$ cat src/rtl/ladybird_flash_loader_pkg.sv
// ladybird_flash_loader_pkg: state encoding and constants shared by the flash loader files.
package ladybird_flash_loader_pkg;
    typedef enum logic [2:0] {IDLE, FREQ, FWAIT, MWRITE, DONE} loader_state_t;
    localparam int FLASH_ARRAY_SPACE_BIT = 16;
    localparam int WORD_BYTES = 4;
endpackage

$ cat src/rtl/ladybird_byte_packer.sv
// ladybird_byte_packer: assembles little-endian 32-bit words one byte lane at a time.
module ladybird_byte_packer (
    input  logic        clk,
    input  logic        rst,
    input  logic        clear,
    input  logic        load,
    input  logic [1:0]  lane,
    input  logic [7:0]  byte_in,
    output logic [31:0] word
);
    always_ff @(posedge clk) begin
        if (rst || clear) word <= '0;
        else if (load) word[{lane, 3'b000} +: 8] <= byte_in;
    end
endmodule

$ cat src/rtl/ladybird_flash_loader.sv
// ladybird_flash_loader: boot copy of a flash image into RAM, holding the core in reset until done.
// Optional image checksum accumulator enabled by LADYBIRD_FLASH_LOADER_CHECKSUM_EN.
module ladybird_flash_loader
    import ladybird_flash_loader_pkg::*;
#(
    parameter int          LOAD_BYTES = 4096,
    parameter logic [15:0] FLASH_BASE = 16'h0000,
    parameter logic [31:0] MEM_BASE   = 32'h0000_0000
) (
    input  logic        clk,
    input  logic        rst,
    input  logic        start,
    output logic        busy,
    output logic        done,
    output logic        core_rst,
    output logic        flash_req,
    input  logic        flash_gnt,
    output logic [31:0] flash_addr,
    output logic [3:0]  flash_wstrb,
    input  logic        flash_data_gnt,
    input  logic [31:0] flash_rdata,
    output logic        mem_req,
    input  logic        mem_gnt,
    output logic [31:0] mem_addr,
    output logic [31:0] mem_wdata,
    output logic [3:0]  mem_wstrb,
    output logic [31:0] checksum
);
    loader_state_t state, state_next;
    logic [16:0] off;
    logic [31:0] pack;
    logic [15:0] flash_off;
    logic        done_q, core_rst_q, begin_copy, byte_take, unused_rdata;

    assign begin_copy   = state == IDLE && start;
    assign byte_take    = state == FWAIT && flash_data_gnt;
    assign flash_off    = FLASH_BASE + off[15:0];
    assign unused_rdata = ^flash_rdata[31:8];
    assign done         = done_q;
    assign core_rst     = core_rst_q;
    assign flash_wstrb  = 4'h0;
    assign mem_wstrb    = mem_req ? 4'hF : 4'h0;

    ladybird_byte_packer u_packer (
        .clk     (clk),
        .rst     (rst),
        .clear   (begin_copy),
        .load    (byte_take),
        .lane    (off[1:0]),
        .byte_in (flash_rdata[7:0]),
        .word    (pack)
    );

    always_ff @(posedge clk) begin
        if (rst) begin
            state      <= IDLE;
            off        <= '0;
            done_q     <= 1'b0;
            core_rst_q <= 1'b1;
        end else begin
            state <= state_next;
            if (begin_copy) begin
                off        <= '0;
                done_q     <= 1'b0;
                core_rst_q <= 1'b1;
            end else if (byte_take) off <= off + 17'd1;
            if (state_next == DONE) begin
                done_q     <= 1'b1;
                core_rst_q <= 1'b0;
            end
        end
    end

    always_comb begin
        state_next = state;
        busy       = 1'b0;
        flash_req  = 1'b0;
        mem_req    = 1'b0;
        flash_addr = '0;
        mem_addr   = '0;
        mem_wdata  = '0;
        case (state)
            IDLE: state_next = start ? FREQ : IDLE;
            FREQ: begin
                busy       = 1'b1;
                flash_req  = 1'b1;
                flash_addr = {{(32 - FLASH_ARRAY_SPACE_BIT){1'b0}}, flash_off};
                state_next = flash_gnt ? FWAIT : FREQ;
            end
            FWAIT: begin
                busy = 1'b1;
                if (flash_data_gnt) state_next = off[1:0] == 2'd3 ? MWRITE : FREQ;
            end
            MWRITE: begin
                busy      = 1'b1;
                mem_req   = 1'b1;
                // off already counts the fourth byte, so step back one word
                mem_addr  = MEM_BASE + ({15'b0, off - 17'(WORD_BYTES)} & ~32'h3);
                mem_wdata = pack;
                if (mem_gnt) state_next = off == 17'(LOAD_BYTES) ? DONE : FREQ;
            end
            DONE:    state_next = IDLE;
            default: state_next = IDLE;
        endcase
    end

`ifdef LADYBIRD_FLASH_LOADER_CHECKSUM_EN
    logic [31:0] sum;
    always_ff @(posedge clk) begin
        if (rst || begin_copy) sum <= '0;
        else if (mem_req && mem_gnt) sum <= sum + mem_wdata;
    end
    assign checksum = sum;
`else
    assign checksum = '0;
`endif
endmodule

$ cat config.mk
export PLATFORM = sky130hd
export DESIGN_NAME = ladybird_flash_loader
export DESIGN_NICKNAME = d
export VERILOG_FILES = /design/src/rtl/ladybird_flash_loader_pkg.sv /design/src/rtl/ladybird_byte_packer.sv /design/src/rtl/ladybird_flash_loader.sv
export SDC_FILE = /design/constraint.sdc
export NUM_CORES = 1
export LEC_CHECK = 0
export CAP_MARGIN = 15
export CORE_ASPECT_RATIO = 0.6
export CORE_MARGIN = 4
export CORE_UTILIZATION = 37
export DETAILED_ROUTE_END_ITERATION = 12
export PLACE_DENSITY = 0.78
export REMOVE_ABC_BUFFERS = 1
export SLEW_MARGIN = 10
export SYNTH_ARGS = -nofsm -noshare
export SYNTH_HDL_FRONTEND = slang
export SYNTH_SLANG_ARGS = --single-unit
$ cat constraint.sdc
create_clock -name clk -period 2.2 [get_ports clk]
set_input_delay 0.44 -clock clk [delete_from_list [all_inputs] [get_ports clk]]
set_output_delay 0.44 -clock clk [all_outputs]
set_load 0.005 [all_outputs]
==> qor.csv <==
metric,value,unit
final wirelength,11100,um
Die Span Y,83.6,um
outcome,finished with violations,
met1 Use GR,26.9,%
post-synthesis simple-gate area fraction,32.6,%
leakage,0.00238,uW
HP Class,register to register,
max frequency,0.372,GHz
final worst-path cycle share,122,%
routed len/inst,15.1,um
final hold slack,0.450,ns
area delta synth->final,42.8,%
peak supply drop,0.422,mV
Rows,27,
Vias,3553,
Post-Syn Area per Cell,7.48,um2
DR vias/cell,4.84,
global route total overflow,0,
DR pass1 iterations,5,
residual DRC count,0,
XOR/XNOR Fraction of Synth Area,4.23,%
power per cell area,402,nW/um2
Core Region,9220,um2
fin nets,648,
ANT nets after route,0,
CTS tree,yes,
clock skew,0.00916,ns
GR Util met2,29.6,%
Fin. Hold Viols,0,
Syn. warnings,0,
root buffer cell,clkbuf_16,
FF-to-FF setup slack,0.13,ns
# H-tree levels,2,
Yosys reg bits,54,
post-synthesis adder-cell area fraction,2.49,%
clk sinks,54,
die width,134,um
RSZ-0062 raised after global routing,true,
routability cong.,0.853,
most frequent cells in the layout,"conb_1, buf_4, and2_1",
Antenna Cells,0,
post-layout util,54.6,%
final setup margin,-0.489,ns
DR iter-0 viols,302,
Max Slew Vio Count,0,
arrival time at the worst endpoint,2.25,ns
failing checks,negative setup slack,
Layout fillers,823,
max_cap viols,0,
area of the multi-input gates,2140,um2
"Seq/Total Area, Yosys",30.7,%
antenna violations before repair,1,
critical path class,register to output pin,
"commonest non-fill, non-tap cell in the layout",conb_1,
Worst Path Max Fanout,5,
Buffers on Ports,85,
layout cells sized above 1,22.5,%
Final Setup Violations,6,
Synth Area in Compound Gates,9.59,%
grt peak-use layer,met2,
CP endpoint kind,output pin,
register area,1090,um2
Worst-Skew Late Latency,0.29,ns
Mapped Area,3520,um2
GRT Total Usage,18.6,%
CP required,1.76,ns
CTS Buf Count,5,
min Tclk post-route,2.69,ns
die area,11200,um2
CP Launch Type,register,
first-pass GRT wire length,17200,um
Cell variety after synth,44,
largest family of logic cells by synthesized area,simple AND/OR/NAND/NOR gates,
maximum number of pins on one net before global-route repair,29,
post-detail-place hpwl,7640,um
Longest Clk Path Bufs,2,
mux share of post-synthesis cell area,0.284,%
M3 GR Usage,2.53,%
setup TNS,-1.71,ns
I/O pin cnt,179,
Synth Instances,471,
Worst-path clk slew,0.07,ns
vias in the first global route,3345,
# hold bufs at CTS,0,
Initial Util,38.2,%
-- final timing paths --
path	startpoint	to	depth (start not counted)
hold reg to reg	u_packer.word[8]$_SDFFE_PP0P_	u_packer.word[8]$_SDFFE_PP0P_	2
hold / removal	u_packer.word[8]$_SDFFE_PP0P_	u_packer.word[8]$_SDFFE_PP0P_	2
setup reg to reg	off[5]$_SDFFE_PP0P_	core_rst$_SDFFE_PP1P_	7
setup / recovery	off[11]$_SDFFE_PP0P_	mem_addr[16]	5
-- registers in the layout, summed over array words and instances (netlist names) --
signal / count
core_rst: 1
u_packer.word: 32
state: 3
done: 1
off: 17
-- layer usage --
layer / share of wire (%) / vias to the layer above
met5: 0 / -
met4: 0.62 / 0
met3: 6.9 / 8
met2: 47 / 166
met1: 45 / 1690
li1: - / 1689
-- cells by family (layout without fill, tap and decap cells) --
group	count (synthesis)	count (layout)
muxes	1	1
buffers and inverters	111	176
adders and majority gates	7	7
DFF	54	54
and+or+nand+nor	218	218
other	1	69
xor gates and xnor gates	17	17
AOI/OAI and AO/OA	62	62
-- synth_stat cells --
master     count  area, um2
a21oi_1       46        230
and2_0         1       6.26
and2_1        51        319
and2_2         1       7.51
and3_1         3       18.8
and4_1         1       8.76
and4bb_2       1       12.5
buf_1          1       3.75
buf_2          3       15.0
buf_4         73        548
buf_6          1       11.3
clkbuf_1      22       82.6
clkbuf_2       1       5.00
conb_1         1       3.75
dfxtp_1       54       1080
ha_1           7       87.6
inv_1         10       37.5
mux2i_1        1       10.0
nand2_1       49        184
nand2b_1       1       6.26
nand3_1       41        205
nand3b_1       1       7.51
nand4_1        6       37.5
nand4b_1       2       17.5
nand4bb_1      1       11.3
nor2_1        31        116
nor3_1         5       25.0
nor3b_1        3       22.5
nor4_1         4       25.0
nor4b_1        1       8.76
o2111a_1       1       11.3
o21a_1         1       7.51
o21ai_0        9       45.0
o2bb2ai_1      1       8.76
o311ai_0       1       8.76
o41ai_1        3       26.3
or2_2          3       18.8
or3_1          7       43.8
or3_4          1       11.3
or4_1          2       15.0
or4_4          1       11.3
or4b_1         1       10.0
xnor2_1       11       96.3
xor2_1         6       52.6
-- layout make-up --
cell class | instances | area share [%]
repair buffers | 158 | 28.8
well taps | 130 | 3.23
flip-flops and latches | 54 | 21.7
clock inverters | 2 | 0.348
inverters | 10 | 0.796
clock buffers | 6 | 2.56
multi-input cells | 374 | 42.5
-- per-stage QoR --
step / power [uW] / cells / setup WS, ns / instance area [um2]
finish: 2020 / 734 / -0.489 / 5030
global route: 2100 / 734 / -0.566 / 5030
CTS: 2020 / 724 / -0.530 / 4910
detailed placement: 1210 / 697 / -0.611 / 4490
global placement: 1200 / 697 / -0.594 / 4490
floorplan: 1090 / 438 / -0.175 / 3110
-- worst max-delay path, cell delays in order (launching register included) --
cell and delay (ns):
dfxtp_2 0.33, or4_4 0.53, or3_4 0.37, or4b_1 0.49, a21oi_2 0.12, buf_2 0.12
-- power by group --
part           internal (uW)  switching (uW)
registers                982            5.69
clock network            429             350
logic                    116             140
-- what timing repair did --
action	4_1_cts	5_1_grt
pin swaps	14	11
endpoints found under the setup margin	67	35
setup buffers	14	12
resized for setup	137	42
gates cloned	5	0
No activity file was read; power rests on OpenSTA's default activity.
